===== src/rtl/memory_arbiter_if.sv =====
// Bus bundle for memory_arbiter: fetch port, data port and RAM port.
// slave = arbiter view, master = CPU/RAM environment view.
interface memory_arbiter_if;
  logic        iREN;
  logic [31:0] iaddr;
  logic [31:0] iload;
  logic        iwait;
  logic        dREN;
  logic        dWEN;
  logic [31:0] daddr;
  logic [31:0] dstore;
  logic [31:0] dload;
  logic        dwait;
  logic        ramREN;
  logic        ramWEN;
  logic [31:0] ramaddr;
  logic [31:0] ramstore;
  logic [31:0] ramload;
  logic        ramready;

  modport slave (
    input  iREN, iaddr,
    input  dREN, dWEN, daddr, dstore,
    input  ramload, ramready,
    output iload, iwait, dload, dwait,
    output ramREN, ramWEN, ramaddr, ramstore
  );

  modport master (
    output iREN, iaddr,
    output dREN, dWEN, daddr, dstore,
    output ramload, ramready,
    input  iload, iwait, dload, dwait,
    input  ramREN, ramWEN, ramaddr, ramstore
  );
endinterface


===== src/rtl/memory_arbiter.sv =====
// Single-port RAM arbiter between instruction fetch and data access.
// Ports: CLK, RST (sync, active-high), bus (memory_arbiter_if.slave).
module memory_arbiter #(
  parameter int MAX_DSTREAK = 4
) (
  input logic              CLK,
  input logic              RST,
  memory_arbiter_if.slave  bus
);
  localparam logic [1:0] IDLE   = 2'd0;
  localparam logic [1:0] BUSY_D = 2'd1;
  localparam logic [1:0] BUSY_I = 2'd2;
  localparam logic [3:0] MAXS   = 4'(MAX_DSTREAK);

  logic [1:0]  state_q, state_d;
  logic [31:0] addr_q, addr_d;
  logic [31:0] store_q, store_d;
  logic        wr_q, wr_d;
  logic [3:0]  streak_q, streak_d;

  logic dreq;
  logic busy_d;
  logic busy_i;
  logic give_i;
  logic d_done;
  logic i_done;

  assign dreq = bus.dREN | bus.dWEN;

  // Reset masks the busy states so the RAM port
  // goes quiet in the reset cycle itself.
  assign busy_d = ~RST & (state_q == BUSY_D);
  assign busy_i = ~RST & (state_q == BUSY_I);

  // Fetch wins only when data is absent or the
  // data streak has used up its allowance.
  assign give_i = bus.iREN
                & (~dreq | (streak_q == MAXS));

  assign bus.ramWEN   = busy_d & wr_q;
  assign bus.ramREN   = busy_i | (busy_d & ~wr_q);
  assign bus.ramaddr  = (busy_d | busy_i) ? addr_q : '0;
  assign bus.ramstore = (busy_d | busy_i) ? store_q : '0;

  // A requester that dropped its request mid-access
  // gets neither a completion nor data.
  assign d_done = busy_d & bus.ramready & dreq;
  assign i_done = busy_i & bus.ramready & bus.iREN;

  assign bus.dwait = dreq & ~d_done;
  assign bus.iwait = bus.iREN & ~i_done;
  assign bus.dload = d_done ? bus.ramload : '0;
  assign bus.iload = i_done ? bus.ramload : '0;

  always_comb begin
    state_d  = state_q;
    addr_d   = addr_q;
    store_d  = store_q;
    wr_d     = wr_q;
    streak_d = streak_q;
    case (state_q)
      IDLE: begin
        if (give_i) begin
          state_d  = BUSY_I;
          addr_d   = bus.iaddr;
          store_d  = '0;
          wr_d     = 1'b0;
          streak_d = '0;
        end else if (dreq) begin
          state_d = BUSY_D;
          addr_d  = bus.daddr;
          store_d = bus.dstore;
          // read+write together is a plain write
          wr_d    = bus.dWEN;
          if (!bus.iREN) begin
            streak_d = '0;
          end else if (streak_q != MAXS) begin
            streak_d = streak_q + 4'd1;
          end
        end
      end
      BUSY_D, BUSY_I: begin
        if (bus.ramready) begin
          state_d = IDLE;
        end
      end
      default: state_d = IDLE;
    endcase
  end

  always_ff @(posedge CLK) begin
    if (RST) begin
      state_q  <= IDLE;
      addr_q   <= '0;
      store_q  <= '0;
      wr_q     <= 1'b0;
      streak_q <= '0;
    end else begin
      state_q  <= state_d;
      addr_q   <= addr_d;
      store_q  <= store_d;
      wr_q     <= wr_d;
      streak_q <= streak_d;
    end
  end
endmodule


===== src/flat_wrapper.sv =====
// flat-port wrapper written by rule: the top's interface ports become plain ports
module memory_arbiter_flat 
#(
  parameter int MAX_DSTREAK = 4
)
  (CLK, RST, bus_iREN, bus_iaddr, bus_dREN, bus_dWEN, bus_daddr, bus_dstore, bus_ramload, bus_ramready, bus_iload, bus_iwait, bus_dload, bus_dwait, bus_ramREN, bus_ramWEN, bus_ramaddr, bus_ramstore);
  memory_arbiter_if bus_i ();
  input logic CLK;
  input logic RST;
  input wire logic [$bits(bus_i.iREN)-1:0] bus_iREN;
  input wire logic [$bits(bus_i.iaddr)-1:0] bus_iaddr;
  input wire logic [$bits(bus_i.dREN)-1:0] bus_dREN;
  input wire logic [$bits(bus_i.dWEN)-1:0] bus_dWEN;
  input wire logic [$bits(bus_i.daddr)-1:0] bus_daddr;
  input wire logic [$bits(bus_i.dstore)-1:0] bus_dstore;
  input wire logic [$bits(bus_i.ramload)-1:0] bus_ramload;
  input wire logic [$bits(bus_i.ramready)-1:0] bus_ramready;
  output wire logic [$bits(bus_i.iload)-1:0] bus_iload;
  output wire logic [$bits(bus_i.iwait)-1:0] bus_iwait;
  output wire logic [$bits(bus_i.dload)-1:0] bus_dload;
  output wire logic [$bits(bus_i.dwait)-1:0] bus_dwait;
  output wire logic [$bits(bus_i.ramREN)-1:0] bus_ramREN;
  output wire logic [$bits(bus_i.ramWEN)-1:0] bus_ramWEN;
  output wire logic [$bits(bus_i.ramaddr)-1:0] bus_ramaddr;
  output wire logic [$bits(bus_i.ramstore)-1:0] bus_ramstore;
  assign bus_i.iREN = bus_iREN;
  assign bus_i.iaddr = bus_iaddr;
  assign bus_i.dREN = bus_dREN;
  assign bus_i.dWEN = bus_dWEN;
  assign bus_i.daddr = bus_daddr;
  assign bus_i.dstore = bus_dstore;
  assign bus_i.ramload = bus_ramload;
  assign bus_i.ramready = bus_ramready;
  assign bus_iload = bus_i.iload;
  assign bus_iwait = bus_i.iwait;
  assign bus_dload = bus_i.dload;
  assign bus_dwait = bus_i.dwait;
  assign bus_ramREN = bus_i.ramREN;
  assign bus_ramWEN = bus_i.ramWEN;
  assign bus_ramaddr = bus_i.ramaddr;
  assign bus_ramstore = bus_i.ramstore;
  memory_arbiter #(.MAX_DSTREAK(MAX_DSTREAK)) u_core (.CLK(CLK), .RST(RST), .bus(bus_i));
endmodule

===== config.mk =====
export PLATFORM = sky130hd
export DESIGN_NAME = memory_arbiter_flat
export DESIGN_NICKNAME = d
export VERILOG_FILES = /design/src/rtl/memory_arbiter_if.sv /design/src/rtl/memory_arbiter.sv /design/src/flat_wrapper.sv
export SDC_FILE = /design/constraint.sdc
export NUM_CORES = 1
export LEC_CHECK = 0
export CELL_PAD_IN_SITES_DETAIL_PLACEMENT = 0
export CELL_PAD_IN_SITES_GLOBAL_PLACEMENT = 1
export CORE_MARGIN = 2
export CORE_UTILIZATION = 23
export CTS_CLUSTER_SIZE = 8
export DETAILED_ROUTE_END_ITERATION = 10
export GPL_TIMING_DRIVEN = 0
export PLACE_DENSITY_LB_ADDON = 0.08
export SLEW_MARGIN = 25
export SYNTH_ARGS = -nofsm -noshare
export SYNTH_HDL_FRONTEND = slang
export SYNTH_SLANG_ARGS = --single-unit

===== constraint.sdc =====
create_clock -name CLK -period 1.6 [get_ports CLK]
set_clock_uncertainty 0.15 [all_clocks]
set_input_delay 0.24 -clock CLK [delete_from_list [all_inputs] [get_ports CLK]]
set_output_delay 0.24 -clock CLK [all_outputs]
set_load 0.03 [all_outputs]

Word level (Yosys, flattened, before mapping)
Cells that the tools add are included.
{ "classes": {"n_addsub": 1, "multipliers": 0, "div": 0, "n_lt_le_gt_ge": 0, "eq_ne": 7, "shifts": 0, "mux": 18, "bitwise": 20, "reduce_logical": 6} }
{ "ops": {"columns": ["op", "count"], "rows": [
  ["two-way mux 32 bit", 8],
  ["two-way mux 4 bit", 4],
  ["bitwise AND 1 bit", 11],
  ["two-way mux 2 bit", 3],
  ["!= test 3 x 1 -> 1 bit (second input constant)", 2],
  ["NOT 1 bit", 5],
  ["adder 4 x 1 -> 4 bit (second input constant)", 1],
  ["equality test 4 x 3 -> 1 bit (second input constant)", 1],
  ["!= test 4 x 3 -> 1 bit (second input constant)", 1],
  ["OR 1 bit", 4],
  ["one-hot mux 2 bit (2 select lines)", 1],
  ["AND reduction 2 bit", 2],
  ["AND reduction 3 bit", 1],
  ["equality test 2 x 1 -> 1 bit (second input constant)", 1],
  ["equality test 2 bit (second input constant)", 1],
  ["logical NOT 2 bit", 1],
  ["two-way mux 1 bit", 2],
  ["!= test 2 bit (second input constant)", 1],
  ["nonzero test 2 bit", 1],
  ["OR reduction 2 bit", 1]
]} }
{ "word_totals": {"ff_bits": 71, "latchBits": 0, "ram_bits": 0, "romBits": 0, "input_bits": 134, "output_inout_bits": 132, "elab_cells": 57, "memories": 0} }

Depth between registers and ports, before layout
{ "logic_depth": {"depth_word": 6, "mapped_depth": 8, "depth_no_buf": 5} }

Worst setup path after synthesis
Ideal clock, no wire load.
{ "synth_path": {"path_type": "input to output", "from": "input bus_iREN", "to": "output bus_iwait", "arrival_time_ps": 1461, "required_time_ps": 1210, "path_slack_ps": -251, "path_stages": 3, "path_buffers": 2, "cell_sequence": "buf_2 clkbuf_1 a21boi_0"} }
{ "synth_via": {"elab_chain_len": 3} }
{ "synth_rtl": {"columns": ["element", "line", "text"], "rows": [
  ["start, declared", "flat_wrapper.sv:10", "input wire logic [$bits(bus_i.iREN)-1:0] bus_iREN;"],
  ["bitwise AND 1 bit", "memory_arbiter.sv:48", "assign i_done = busy_i & bus.ramready & bus.iREN;"],
  ["NOT 1 bit", "memory_arbiter.sv:51", "assign bus.iwait = bus.iREN & ~i_done;"],
  ["bitwise AND 1 bit (*)", "memory_arbiter.sv:51", null],
  ["end, declared", "flat_wrapper.sv:19", "output wire logic [$bits(bus_i.iwait)-1:0] bus_iwait;"]
]} }
Every way passes the cells marked *; elsewhere a longest branch is shown, timed or not.

Final worst setup path
{ "layout_path": {"from": "register u_core.state_q[1]", "to": "output bus_dload[10]"} }
{ "layout_via": {"elab_chain_len": 5} }
{ "layout_rtl": {"columns": ["element", "line", "text"], "rows": [
  ["start, declared", "memory_arbiter.sv:15", "logic [1:0] state_q, state_d;"],
  ["start signal, assigned", "memory_arbiter.sv:99", "state_q <= state_d;"],
  ["equality test 2 x 1 -> 1 bit", "memory_arbiter.sv:32", "assign busy_d = ~RST & (state_q == BUSY_D);"],
  ["bitwise AND 1 bit", "memory_arbiter.sv:32", null],
  ["bitwise AND 1 bit (2 in a row)", "memory_arbiter.sv:47", "assign d_done = busy_d & bus.ramready & dreq;"],
  ["two-way mux 32 bit", "memory_arbiter.sv:52", "assign bus.dload = d_done ? bus.ramload : '0;"],
  ["end, declared", "flat_wrapper.sv:20", "output wire logic [$bits(bus_i.dload)-1:0] bus_dload;"]
]} }
Every way passes these cells.

==> impl_metrics.yaml <==
min_path:
  worstHoldEndpoint: "u_core.wr_q$_SDFFE_PP0P_"
  hold_class: "in2reg"
  hold_depth: 3
  hp-start: "bus_dWEN"
timing:
  final.setup.worst_slack_ps: -526.6
  slew_headroom: 0.5190
  finalHoldViolations: 0
  period_minus_slack_ps: 2127
  fmax_mhz: 470.2
  grt_setup_unrepaired: "yes"
  finalSetupViolCount: 202
  setup_tns_ps: -68050
  finalCritPeriodShare: 1.329
  drv_slew: 0
  worst_pin_slew_ps: 721.5
final_layout:
  diodes: 0
  nets: 1018
  area_delta_synth_final_pct: 127.3
  drive_above_1_share: 0.5543
  fin_util: 0.5318
  fill_cells: 1651
placement:
  hpwlAfterDp_um: 14010
  post-place-ws_ps: -1539
  finalWeightedCongestion: 0.8301
  io_buffer_count: 265
grt:
  grt_pass1_wl_um: 30720
  grt_pass1_vias: 5393
  antenna_found_initial: 0
  grt_max_degree: 14
  grtUsageTotal: 0.1994
  grt.overflow.total: 0
cts:
  cts_num_sinks: 71
  clockBufferDepth: 2
  htree_levels: 3
  path_clk_slew_ps: 60
  numCtsBuffers: 9
  clockRootBuffer: "clkbuf_16"
  cts_tree: "built"
  clk_latency_ps: 330
die:
  die_h_um: 139.2
  ios: 266
  initial_core_util: 0.2340
  fp-row-count: 49
  die-area_um2: 19370
  die_w_um: 139.2
  design.core.area_um2: 17960
detailed_routing:
  route.detailed.drc: 0
  routedWlPerCell_um: 18.17
  drtPass1Iterations: 6
  ant_nets: 0
  num_vias: 5387
  drtIter0Drc: 177
  via_per_inst: 4.840
  routed_wirelength_um: 20220
worst_setup_path:
  rr_endpoint: "u_core.addr_q[29]$_SDFFE_PP0P_"
  slowest_delay_ps: 370
  crit_path_start_kind: "flop"
  path_delay_family: "buffers and inverters"
  timing.rr.start: "u_core.state_q[1]$_SDFFE_PP0P_"
  r2r_cells: 9
  crit_buf_inv: 4
  required_ps: 1210
  cp-startpoint: "u_core.state_q[1]$_SDFFE_PP0P_"
  crit_chain: "inv_4 -> ha_4 -> buf_4 -> and3_4 -> clkbuf_8 -> and2_2 -> buf_6"
  cp_slowest_cell: "dfxtp_4"
  rrSetupSlack_ps: -210
  critPathArrivalTime_ps: 1740
  path_class: "reg2out"
  end_kind: "output port"
  crit_path_max_fanout: 10
synth:
  post-synth-top-area-cell: "dfxtp_1"
  async_reset_ff_frac: 0
  syn_area_um2: 4203
  netlist_top_cells_area: "dfxtp_1 (34%), and2_1 (19%), a311oi_1 (6.7%), o211ai_1 (5.7%), nand4_1 (5.1%)"
  synth.avg_cell_area_um2: 7.783
  ys_warn_count: 0
  synth_edf_count: 0
  syn-num-nets: 679
  synth.distinct_cells: 38
  seq_area_frac_synth: 0.3382
  ys.flop_type: "dfxtp_1"
  yosysMostFrequentCell: "and2_1"
  synthCells: 540
  ys_seq_elements: 71
  yosysTopAreaCellShare: 0.3382
  synth_common_cells: "and2_1 (128), dfxtp_1 (71), a21oi_1 (37), nor2_1 (37), nand2_1 (35)"
outcome:
  failed_checks: "negative setup slack"
  status: "finished, violations left"
power:
  pwr_density_cell_nw_per_um2: 699.0
  power.total_w: 0.006678
  leakagePower_nw: 4.004
  ir_drop_uv: 549.7
job:
  maxCapViolCount: 0
[power by group]
| group | internal (W) | switching [W] | total, W |
|---|---|---|---|
| clock network | 0.00110 | 0.000826 | 0.00193 |
| logic | 0.00151 | 0.00115 | 0.00266 |
| registers | 0.00197 | 0.000124 | 0.00209 |
[layout by cell type (no fill, tap or decap), types with 25 or more instances in the layout]
master and count:
dfxtp_1 67, clkdlybuf4s50_1 128, nand4_1 34, and2_2 32, o211ai_1 32, and2_4 94
buf_4 25, buf_6 154, nand3_1 33
[logic make-up after synthesis]
family                     count (synthesis)  share of synthesized area
and+or+nand+nor                          286                     0.3766
AOI/OAI and AO/OA                        111                     0.1938
DFF                                       71                     0.3382
buffers and inverters                     66                    0.07413
adders and majority gates                  5                    0.01489
muxes                                      1                   0.002382
[sequential cells by signal, indices dropped and copies added, names as in the netlist]
name / cells
u_core.store_q: 32
u_core.wr_q: 1
u_core.addr_q: 32
u_core.state_q: 2
u_core.streak_q: 4
[layer usage]
| layer | routed length [µm] | GRT usage | part of all wire | up-vias |
|---|---|---|---|---|
| met3 | 1066 | 0.04040 | 0.053 | 23 |
| met2 | 10370 | 0.3599 | 0.51 | 203 |
| met4 | 346 | 0.04732 | 0.017 | 0 |
| met5 | 0 | 0 | 0 | - |
| met1 | 8440 | 0.2433 | 0.42 | 2557 |
| li1 | - | - | - | 2604 |
[metrics by stage]
stage | area [µm²] | cells | hold slack [ps]
final | 9553 | 1113 | 185.9
after CTS | 9190 | 1107 | 162.4
after floorplan | 4398 | 540 | 253.7
after global routing | 9553 | 1113 | 219.9
after detailed placement | 7337 | 1034 | 292.2
after global placement | 7337 | 1034 | 287.9
[worst max path at each step]
stage                                  to  slack, ps  depth (start not counted)
after global routing        bus_dload[22]       -590                          7
final                       bus_dload[10]       -530                          7
after CTS                 bus_ramstore[5]       -560                          7
after global placement       bus_dload[3]      -1490                          7
after floorplan                 bus_iwait        -40                          3
after detailed placement     bus_dload[9]      -1540                          7
[cell type report]
| type | count | area (µm²) | share of cell area |
|---|---|---|---|
| repair buffers | 332 | 3737 | 0.3912 |
| multi-input cells | 403 | 3187 | 0.3336 |
| flip-flops and latches | 71 | 1431 | 0.1498 |
| plain buffers | 57 | 603.1 | 0.06313 |
| clock inverters | 6 | 45.04 | 0.004715 |
| clock buffers | 10 | 239.0 | 0.02502 |
| inverters | 5 | 23.77 | 0.002489 |
| well taps | 229 | 286.5 | 0.02999 |
[what timing repair did]
item	CTS	global route
pin swaps	112	56
hold buffers	0	0
cloned	21	2
resized for setup	1170	110
buffers inserted	36	12
setup endpoints to repair	203	203
endpoints found under the hold margin	0	0
[worst register-to-register path: cells and delay by family (launching register included)]
kind / cells / cell delay (ps)
buffers and inverters: 5 / 670
flip-flops: 1 / 360
AO/OA/AOI/OAI: 2 / 340
adder cells (fa/ha/maj): 1 / 150
AND/OR/NAND/NOR: 1 / 40
Power figures use the tool's default switching activity.
